--- src/rtl/pipe_adder.sv ---
// pipe_adder: pipelined two's-complement adder with a valid/ready stream
// interface. The carry chain is cut into STAGES registered segments of
// CW = ceil(WIDTH/STAGES) bits. Skew registers carry the operand bits that
// have not been added yet. Deskew registers carry the sum bits that are
// already finished. The result is the exact WIDTH+1-bit signed sum.
//
// Optional feature: define PIPE_ADDER_SUB_EN to add the `sub` port.
// When sub = 1 the adder computes a - b (~b with carry-in 1). Without the
// macro the block only adds.

module pipe_adder #(
    parameter int WIDTH  = 10,
    parameter int STAGES = 2
) (
    input  logic             clk,
    input  logic             rst_n,
    input  logic             in_valid,
    output logic             in_ready,
    input  logic [WIDTH-1:0] a,
    input  logic [WIDTH-1:0] b,
`ifdef PIPE_ADDER_SUB_EN
    input  logic             sub,
`endif
    output logic             out_valid,
    input  logic             out_ready,
    output logic [WIDTH:0]   sum
);

    localparam int CW = (WIDTH + STAGES - 1) / STAGES;

    // Per-stage pipeline registers
    logic [WIDTH-1:0] a_r [STAGES];
    logic [WIDTH-1:0] b_r [STAGES];
    logic [WIDTH:0]   s_r [STAGES];
    logic             c_r [STAGES];
    logic             v_r [STAGES];

    // Stage inputs: the ports for stage 0, the previous stage's registers otherwise
    logic [WIDTH-1:0] in_a_s [STAGES];
    logic [WIDTH-1:0] in_b_s [STAGES];
    logic [WIDTH:0]   in_s_s [STAGES];
    logic             in_c_s [STAGES];
    logic             in_v_s [STAGES];

    // Stage results
    logic [WIDTH:0]   nxt_s_s [STAGES];
    logic             nxt_c_s [STAGES];

    logic             advance_s;
    logic [WIDTH-1:0] b_eff_s;
    logic             cin_s;

    // Global stall: the whole pipe moves only when the output slot can drain
    always_comb begin
        advance_s = !v_r[STAGES-1] || out_ready;
    end

    assign in_ready  = advance_s;
    assign out_valid = v_r[STAGES-1];
    assign sum       = s_r[STAGES-1];

    // Operand conditioning for stage 0: invert b and force carry-in for subtraction
    always_comb begin
`ifdef PIPE_ADDER_SUB_EN
        b_eff_s = sub ? ~b : b;
        cin_s   = sub;
`else
        b_eff_s = b;
        cin_s   = 1'b0;
`endif
    end

    // Route each stage's input from the ports (stage 0) or the prior stage
    always_comb begin
        in_a_s[0] = a;
        in_b_s[0] = b_eff_s;
        in_s_s[0] = '0;
        in_c_s[0] = cin_s;
        in_v_s[0] = in_valid;
        for (int k = 1; k < STAGES; k++) begin
            in_a_s[k] = a_r[k-1];
            in_b_s[k] = b_r[k-1];
            in_s_s[k] = s_r[k-1];
            in_c_s[k] = c_r[k-1];
            in_v_s[k] = v_r[k-1];
        end
    end

    // Ripple-add each stage's segment; the last stage also forms the sign bit
    always_comb begin
        logic [WIDTH-1:0] ai_v;
        logic [WIDTH-1:0] bi_v;
        logic [WIDTH:0]   si_v;
        logic             ci_v;
        logic             seg_v;
        ai_v  = '0;
        bi_v  = '0;
        si_v  = '0;
        ci_v  = 1'b0;
        seg_v = 1'b0;
        for (int k = 0; k < STAGES; k++) begin
            ai_v = in_a_s[k];
            bi_v = in_b_s[k];
            si_v = in_s_s[k];
            ci_v = in_c_s[k];
            for (int i = 0; i < WIDTH; i++) begin
                seg_v   = (i >= k * CW) && (i < (k + 1) * CW);
                si_v[i] = seg_v ? (ai_v[i] ^ bi_v[i] ^ ci_v) : si_v[i];
                ci_v    = seg_v ? ((ai_v[i] & bi_v[i]) | (ci_v & (ai_v[i] ^ bi_v[i]))) : ci_v;
            end
            si_v[WIDTH] = (k == STAGES - 1) ? (ai_v[WIDTH-1] ^ bi_v[WIDTH-1] ^ ci_v) : si_v[WIDTH];
            nxt_s_s[k]  = si_v;
            nxt_c_s[k]  = ci_v;
        end
    end

    // Pipeline registers: cleared on reset, advance together, hold on stall
    always_ff @(posedge clk or negedge rst_n) begin
        if (!rst_n) begin
            for (int k = 0; k < STAGES; k++) begin
                a_r[k] <= '0;
                b_r[k] <= '0;
                s_r[k] <= '0;
                c_r[k] <= 1'b0;
                v_r[k] <= 1'b0;
            end
        end else if (advance_s) begin
            for (int k = 0; k < STAGES; k++) begin
                a_r[k] <= in_a_s[k];
                b_r[k] <= in_b_s[k];
                s_r[k] <= nxt_s_s[k];
                c_r[k] <= nxt_c_s[k];
                v_r[k] <= in_v_s[k];
            end
        end
    end

endmodule

--- config.mk ---
export PLATFORM = sky130hd
export DESIGN_NAME = pipe_adder
export DESIGN_NICKNAME = d
export VERILOG_FILES = /design/src/rtl/pipe_adder.sv
export SDC_FILE = /design/constraint.sdc
export NUM_CORES = 1
export LEC_CHECK = 0
export CAP_MARGIN = 30
export CORE_ASPECT_RATIO = 1.4
export CORE_MARGIN = 10
export CORE_UTILIZATION = 51
export CTS_CLUSTER_SIZE = 40
export DETAILED_ROUTE_END_ITERATION = 10
export PLACE_DENSITY = 0.9
export SLEW_MARGIN = 20
export SYNTH_ARGS = -nofsm -noshare
export SYNTH_HDL_FRONTEND = slang
export SYNTH_SLANG_ARGS = --single-unit
--- constraint.sdc ---
create_clock -name clk -period 7.75 [get_ports clk]
set_input_delay 0.775 -clock clk [delete_from_list [all_inputs] [get_ports clk]]
set_output_delay 0.775 -clock clk [all_outputs]
set_load 0.05 [all_outputs]
; Yosys cells after proc, flatten, opt, wreduce, memory -nomap -nowiden
; Cells that the tools add are included.
[totals]
reg_bits = 39
[classes]
bitwise = 48
reduce_logical = 2
[op_table]
columns = op, n
row1 = $xor 1x1->1, 20
row2 = $and 1x1->1, 19
row3 = $or 1x1->1, 9
row4 = $logic_not 1->1, 1
row5 = $logic_or 1x1->1, 1

; Longest topological paths before layout
; Gate-level depths: netlist of the first run.
[depth]
word_depth = 12
ltp_mapped = 8
mapped_depth_nobuf = 8

; Worst setup path before layout of the first run
; No wires, ideal clock.
[synth_timing]
kind = input -> register
from = in a[0]
to = reg s_r, in the netlist in_s_s[4]
setup_ns = 0.077
arrival_time_ns = 2.641
path_slack_ns = 5.031
cell_stages = 7
n_path_buf = 0
cell_sequence = ha_1 > fa_1 > fa_1 > fa_1 > inv_1 > fa_1 > a21oi_1
[synth_between]
elab_chain_cells = 8
[synth_lines]
columns = element, line_no
row1 = "start, declared", 19  ; input logic [WIDTH-1:0] a,
row2 = $and 1x1->1 (2 in a row), 109  ; ci_v = seg_v ? ((ai_v[i] & bi_v[i]) | (ci_v & (ai_v[i] ^ bi_v[i]))) : ci_v;
row3 = $or 1x1->1, 109
row4 = $and 1x1->1, 109
row5 = $or 1x1->1, 109
row6 = $and 1x1->1, 109
row7 = $or 1x1->1, 109
row8 = $xor 1x1->1, 108  ; si_v[i] = seg_v ? (ai_v[i] ^ bi_v[i] ^ ci_v) : si_v[i];
row9 = "end signal, assigned by index", 131  ; s_r[k] <= nxt_s_s[k];
row10 = "end, declared", 34  ; logic [WIDTH:0] s_r [STAGES];
; No other way between the ends.
; A chain may end at the register's enable or synchronous reset.

; Final worst setup path of the first run
[layout_timing]
from = in out_ready
to = out in_ready
[layout_between]
elab_chain_cells = 1
[layout_lines]
columns = element, line_no
row1 = "start, declared", 25  ; input logic out_ready,
row2 = $logic_or 1x1->1, 55  ; advance_s = !v_r[STAGES-1] || out_ready;
row3 = "end, declared", 18  ; output logic in_ready,
; No other way between the ends.

==> metrics, run 1 <==
Antenna Nets Post-Route 0; row count 22; syn nets 120; Hold Buf Count CTS 0; synth unique cells 11; fraction of layout cells with a size suffix above 1 25.98%; routed len/inst 17.07 um; placed insts 155; Num CTS Buffers 5; post-CTS setup repair buffer count 0; final non-filler cell total 163; CP arrival 2710 ps; Avg Cell Area, Syn 16.87 um2; Final period util 44.95%; register area share after synthesis 50.61%; CP Capture Type output pin; GRT Total Usage 12.23%; worst vdd ir 0.1753 mV; Core Box Area 2670 um2; Crit path max-delay family buffers and inverters; Residual DRC 0; crit path buf inv count 2; Syn Inst Count 85; pre-CTS setup slack 4255 ps; CTS H-tree lvls 2; CTS tree built; Root Driver clkbuf_4; via count 798; sw frac 38.51%; worst-path cell chain clkdlybuf4s50_1, nand2b_4, clkdlybuf4s50_1; Slowest-stage cell, CP clkdlybuf4s50_1; die area 5363 um2; max-cap viol count 0; CP max FO 30; Reg power frac 39.5%; Worst Skew 6.604 ps; RSZ-0062 raised after global routing no; initial antenna violation count 0; Netlist Area Pre-Place 1434 um2; slew margin rel. 64.88%; first-pass detailed-route iteration total 4; hpwl dp 2106 um; clk_lat worst skew 340 ps; cell leakage power 0.8789 nW; Period minus WS final 3483 ps; measured slew at the worst slew-check pin 525.1 ps; Die Ht 82.74 um; Fin. Hold Viols 0; clock transition at the registers of the reported paths 90 ps; FMAX 0.2871 GHz; Final nets 161; combinational power share 44.3%; Vias/cell 4.896; post-cts resize count 0; largest net degree at the start of global routing 31; Slew Viols, Final 0; fin util 69.82%; Hold Path Class flip-flop to flip-flop; Ys Warns 0; final setup TNS 0 ps; Setup CP Type input pin to output pin; initial DRC count 17; ant diodes 0; worst setup margin 4267 ps; Pint 0.3298 mW; vias in the first global route 986; R2R Setup Slk 4960 ps; CTS Buffer Depth 2; chip width 64.82 um; global route overflow 0; Final setup viols 0; GP Congestion 0.6722; outcome finished, final reports clean; first-pass GRT wire length 4767 um; Synth-to-Final Area Change 30.02%; CP peak stage delay 920 ps; Top cell by count, worst path clkdlybuf4s50_1; final WL 2783 um; Pwr per Cell Area 287.6 nW/um2; sw power 0.2065 mW; Startpoint Class input pin; Seq cells post-synth 29; I/O Pins 37; buffers added on ports 36; Initial Util 53.70%; WP data required 6970 ps; Sink Count 29; clock group share of total power 16.2%
==> path summary, 6_finish.rpt <==
| kind | startpoint | end | cells past startpoint |
|---|---|---|---|
| setup / recovery | out_ready | in_ready | 3 |
| hold / removal | in_v_s[0] | out_valid | 1 |
| setup reg to reg | a_r[15] | sum[9] | 8 |
| hold reg to reg | in_v_s[0] | out_valid | 1 |
| max in group asynchronous | rst_n | sum[8] | 2 |
| min in group asynchronous | rst_n | in_s_s[4] | 2 |
==> cell families (layout without fill, tap and decap cells) <==
group / Yosys count / after routing / synth area share (%)
flops: 29 / 29 / 50.61
fa+ha+maj: 11 / 11 / 14.83
simple gates: 5 / 5 / 2.967
compound gates: 3 / 3 / 1.047
mux: 25 / 25 / 25.83
buf+inv: 12 / 54 / 4.712
==> layout make-up <==
| cell class | instances | area [um2] |
|---|---|---|
| sequential | 29 | 725.7 |
| timing repair buffer | 37 | 367.9 |
| clock buffer | 6 | 41.29 |
| fill | 193 | 805.8 |
| tap | 36 | 45.04 |
| clock inverter | 2 | 10.01 |
| inverter | 9 | 33.78 |
| multi-input combinational | 44 | 640.6 |
==> cell usage after synthesis <==
library cell | number | share of area (%)
a21oi_1 | 3 | 1.0
mux2_4 | 24 | 25
mux2i_1 | 1 | 0.70
nand2b_1 | 1 | 0.44
inv_1 | 9 | 2.4
fa_1 | 10 | 14
nand2b_4 | 1 | 0.96
buf_6 | 3 | 2.4
ha_1 | 1 | 0.87
dfrtp_1 | 29 | 51
nor3b_1 | 3 | 1.6
==> power groups by stage <==
stage | Sequential, mW | Combinational (mW) | Clock [mW]
finish | 0.212 | 0.238 | 0.0869
floorplan | 0.291 | 0.0823 | 0
global placement | 0.213 | 0.234 | 0
global route | 0.218 | 0.254 | 0.0963
detailed placement | 0.215 | 0.239 | 0
CTS | 0.212 | 0.241 | 0.0908
==> metal layers <==
metal / wire (um) / share of wire [%] / GRT usage [%] / vias up
met1: 1031 / 37 / 11.59 / 412
met2: 1482 / 53 / 20.16 / 26
met3: 212 / 7.6 / 6.873 / 5
li1: - / - / - / 355
met5: 0 / 0 / 0 / -
met4: 56 / 2.0 / 7.940 / 0
==> sequential cells by signal, indices dropped and copies added, names as in the netlist <==
name	count
a_r	5
b_r	5
c_r	1
in_s_s	5
in_v_s	1
out_valid	1
sum	11
==> metrics by stage <==
stage / area (um2) / power, mW / hold WS [ps]
after detailed placement: 1813 / 0.4542 / 467.9
after CTS: 1864 / 0.5443 / 488.5
after global routing: 1864 / 0.5678 / 532.7
after floorplan: 1434 / 0.3729 / 434.9
after global placement: 1813 / 0.4474 / 451.8
final: 1864 / 0.5363 / 483.3
==> cells in the final DEF (no fill, tap or decap) <==
| cell type | instances |
|---|---|
| clkbuf_4 | 5 |
| clkbuf_1 | 1 |
| mux2i_1 | 1 |
| nor3b_1 | 3 |
| inv_1 | 9 |
| buf_4 | 1 |
| clkdlybuf4s50_1 | 36 |
| a21oi_1 | 3 |
| nand2b_1 | 1 |
| clkinv_2 | 2 |
| dfrtp_1 | 29 |
| ha_1 | 1 |
| mux2_4 | 24 |
| nand2b_4 | 1 |
| fa_1 | 10 |
(Power assumes the default switching activity.)
==> inputs of run 2 (changes only) <==
CORE_UTILIZATION = 48   (was 51)
PLACE_DENSITY = 0.86   (was 0.9)
clock period = 3.51 ns   (was 7.75 ns; I/O delays follow)
==> run 2 against run 1 <==
  * Register-to-register slack worse by 4200 ps
  * Setup slack worse by 3500 ps
  * Cell count up 0.61%
  * Utilization decreased by 3.5 points
  * Die area up 4.5%
  * Critical path type is now flip-flop to flip-flop
  * Highest routed layer unchanged
==> metrics, run 2 (synthesis results as in run 1) <==
Vias/cell 4.872; final WL 2771 um; die area 5604 um2; Num CTS Buffers 5; CTS Buffer Depth 2; Slew Viols, Final 0; row count 23; global route overflow 0; CP max FO 2; WP data required 3670 ps; Hold Path Class input pin to async pin; final setup TNS 0 ps; Die Ht 84.67 um; largest net degree at the start of global routing 30; multi-input logic area 640.6 um2; post-CTS setup repair buffer count 0; fraction of layout cells with a size suffix above 1 25.98%; first-pass detailed-route iteration total 2; Largest register FFs 11; cell leakage power 0.8958 nW; first-pass GRT wire length 4767 um; Residual DRC 0; Synth-to-Final Area Change 33.07%; CP arrival 2880 ps; Pwr per Cell Area 660.7 nW/um2; vias in the first global route 953; Final period util 77.52%; CTS H-tree lvls 2; Fin Hold WS 454.6 ps; Fin. Hold Viols 0; I/O Pins 37; GRT Total Usage 11.34%; total power 1.261 mW; GP Congestion 0.7512; worst setup margin 789.1 ps; Final setup viols 0; Sink Count 29; CTS tree built; Setup CP Type flip-flop to flip-flop; worst vdd ir 0.3512 mV; initial antenna violation count 0; initial DRC count 21; max-cap viol count 0; Final nets 162; slew margin rel. 65.11%; fillcell total 209; clock transition at the registers of the reported paths 60 ps; buffers added on ports 36; Startpoint Class flip-flop; hpwl dp 2094 um; post-cts resize count 0; most common cell after layout, fill and taps aside clkdlybuf4s50_1; Worst Skew 4.997 ps; RSZ-0062 raised after global routing no; Hold Buf Count CTS 0; Antenna Nets Post-Route 0; FMAX 0.3675 GHz; CP Capture Type flip-flop; measured slew at the worst slew-check pin 521.8 ps; Core Box Area 2878 um2; pre-CTS setup slack 674.3 ps; outcome finished, final reports clean; chip width 66.19 um; ant diodes 0; Root Driver clkbuf_8; clk_lat worst skew 280 ps; via count 799; Period minus WS final 2721 ps; FF/Latch Area 725.7 um2; Initial Util 49.83%; most frequent cells in the layout 36 x clkdlybuf4s50_1, 29 x dfrtp_1, 24 x mux2_4; routed len/inst 16.90 um
[run 2: worst max-delay path, cell delays in order, from the launching register on]
cell	delay (ps)
dfrtp_1	380
inv_1	80
fa_1	180
inv_1	60
fa_1	380
fa_1	390
fa_1	420
fa_1	440
mux2_4	270
[run 2: final timing paths]
kind / startpoint / endpoint / slack, ps / cells after the start
setup reg to reg: b_r[15] / sum[9] / 790 / 8
max in group asynchronous: rst_n / sum[9] / 2780 / 2
min in group clk: in_v_s[0] / out_valid / 480 / 1
hold reg to reg: in_v_s[0] / out_valid / 480 / 1
setup / recovery: b_r[15] / sum[9] / 790 / 8
hold / removal: rst_n / sum[1] / 450 / 2
[run 2: stage by stage]
stage	utilization (%)	std cells	instance area (um2)
after floorplan	-	85	1434
after global placement	63.30	157	1822
after detailed placement	63.30	157	1822
after CTS	66.30	164	1908
after global routing	66.30	164	1908
final	66.30	164	1908
[run 2: routing by layer]
metal	part of all wire (%)	routed length [um]	track usage, %	vias to the layer above
li1	-	-	-	357
met4	2.5	68	6.310	0
met2	51	1411	17.73	25
met1	40	1111	12.33	411
met3	6.5	179	5.053	6
met5	0	0	0	-
[run 2: report_power, final]
part / switching [mW] / total (mW) / internal, mW
clock network: 0.116 / 0.271 / 0.155
logic: 0.285 / 0.522 / 0.237
registers: 0.0518 / 0.468 / 0.416
[run 2: area by class of cell]
type	instances	area share, %
flip-flops and latches	29	38.03
multi-input cells	44	33.57
repair buffers	38	19.67
clock buffers	7	4.525
well taps	37	2.426
inverters	9	1.770
==> inputs of run 3 (changes only) <==
CORE_UTILIZATION = 43   (was 48)
PLACE_DENSITY = 0.82   (was 0.86)
clock period = 2.2 ns   (was 3.51 ns; I/O delays follow)
==> run 3 against run 2 <==
  * The flow now finishes with violations (setup timing)
  * Utilization shrank 4.4 points
  * Flip-flop and latch count is the same
  * Clock power grew 61%
  * Routed wire length grew 0.43%
  * Critical path type unchanged
  * Critical endpoint unchanged
  * Largest power group unchanged
==> metrics, run 3 (synthesis results as in run 1) <==
reg2reg start a_r[15]; Critical R2R Capture sum[9]; Reg power frac 36.5%; post-layout instance area 1952 um2; Pwr per Cell Area 1046 nW/um2; clk_lat worst skew 280 ps; max-cap viol count 0; Slowest-stage cell, CP fa_1; largest net degree at the start of global routing 31; GRT Total Usage 10.28%; Sink Count 29; row count 24; Initial Util 45.48%; FF/Latch Area 725.7 um2; Worst Skew 3.120 ps; slew margin rel. 62.97%; first-pass detailed-route iteration total 2; Antenna Nets Post-Route 0; final setup TNS -557.5 ps; hpwl dp 2073 um; first-pass GRT wire length 4581 um; Pint 1.308 mW; worst vdd ir 0.5309 mV; combinational power share 42.1%; outcome finished, violations left; fin util 61.90%; most common cell after layout, fill and taps aside clkdlybuf4s50_1; Setup CP Type flip-flop to flip-flop; clock transition at the registers of the reported paths 60 ps; CTS tree built; Num CTS Buffers 5; cell leakage power 0.9010 nW; placed insts 161; final WL 2783 um; global route overflow 0; Hold Buf Count CTS 0; Core Box Area 3153 um2; Vias/cell 4.679; Fin Hold WS 325.6 ps; Top cell by count, worst path fa_2; RSZ-0062 raised after global routing yes; Final setup viols 2; fillcell total 247; routed len/inst 16.57 um; final non-filler cell total 168; GP Congestion 0.7771; clock group share of total power 21.4%; worst-path cell chain inv_2, fa_1, inv_2, fa_2, fa_2, fa_2, fa_1, mux2_4; measured slew at the worst slew-check pin 555.1 ps; I/O Pins 37; failing checks setup timing; Final nets 164; buffers added on ports 36; initial antenna violation count 0; Residual DRC 0; via count 786; worst setup margin -334.1 ps; Largest register FFs 11; Die Ht 88.33 um; Hold Path Class input pin to async pin; Slew Viols, Final 0; R2R Setup Slk -330 ps; WP data required 2360 ps; sw frac 35.93%; Fin. Hold Viols 0; Crit path max-delay family adder cells; CTS Buffer Depth 2; die area 6077 um2; initial DRC count 53; total power 2.042 mW; pre-CTS setup slack -505.5 ps; multi-input logic area 658.1 um2; sw power 0.7340 mW; fraction of layout cells with a size suffix above 1 37.21%; ant diodes 0; CTS H-tree lvls 2; CP Capture Type flip-flop; most frequent cells in the layout 33 x clkdlybuf4s50_1, 29 x dfrtp_1, 24 x mux2_4; Root Driver clkbuf_8; vias in the first global route 931; crit path buf inv count 2; Startpoint Class flip-flop; CP arrival 2700 ps; chip width 68.81 um; Final period util 115.2%; CP max FO 2; CP peak stage delay 430 ps; worst r2r path cells 8; Period minus WS final 2534 ps; placed instance area 1857 um2; FMAX 0.3946 GHz; Synth-to-Final Area Change 36.13%
-- run 3: timing repair --
item	CTS	global route
pin swaps	8	5
buffers inserted	0	0
resized for setup	11	1
setup endpoints to repair	4	4
-- run 3: power groups by stage --
stage	registers [mW]	clock network [mW]	logic, mW
global route	0.762	0.469	0.914
global placement	0.747	0	0.850
CTS	0.750	0.449	0.874
finish	0.745	0.437	0.861
floorplan	1.02	0	0.295
detailed placement	0.756	0	0.868
-- run 3: worst max path at each step --
| stage | slack (ps) | startpoint | cells after the start | end |
|---|---|---|---|---|
| 2_1_floorplan | -310 | a_r[15] | 8 | sum[9] |
| 3_3_place_gp | -430 | a[0] | 8 | in_s_s[4] |
| 3_5_place_dp | -510 | a[0] | 8 | in_s_s[4] |
| 4_1_cts | -360 | b_r[15] | 8 | sum[9] |
| 5_1_grt | -430 | b_r[15] | 8 | sum[9] |
| 6_report | -330 | a_r[15] | 8 | sum[9] |
-- run 3: final cells by class --
cell class	instances	share of cell area, %
Clock buffer	7	4.423
Inverter	9	1.731
Multi-Input combinational cell	44	33.72
Sequential cell	29	37.18
Tap cell	39	2.500
Timing Repair Buffer	40	20.45
-- run 3: routing by layer --
layer / wire length (um) / vias up / global-route usage [%] / part of all wire (%)
met2: 1368 / 25 / 15.98 / 49
met1: 1127 / 393 / 11.04 / 40
li1: - / 363 / - / -
met5: 0 / - / 0 / 0
met3: 204 / 5 / 3.418 / 7.3
met4: 81 / 0 / 8.094 / 2.9
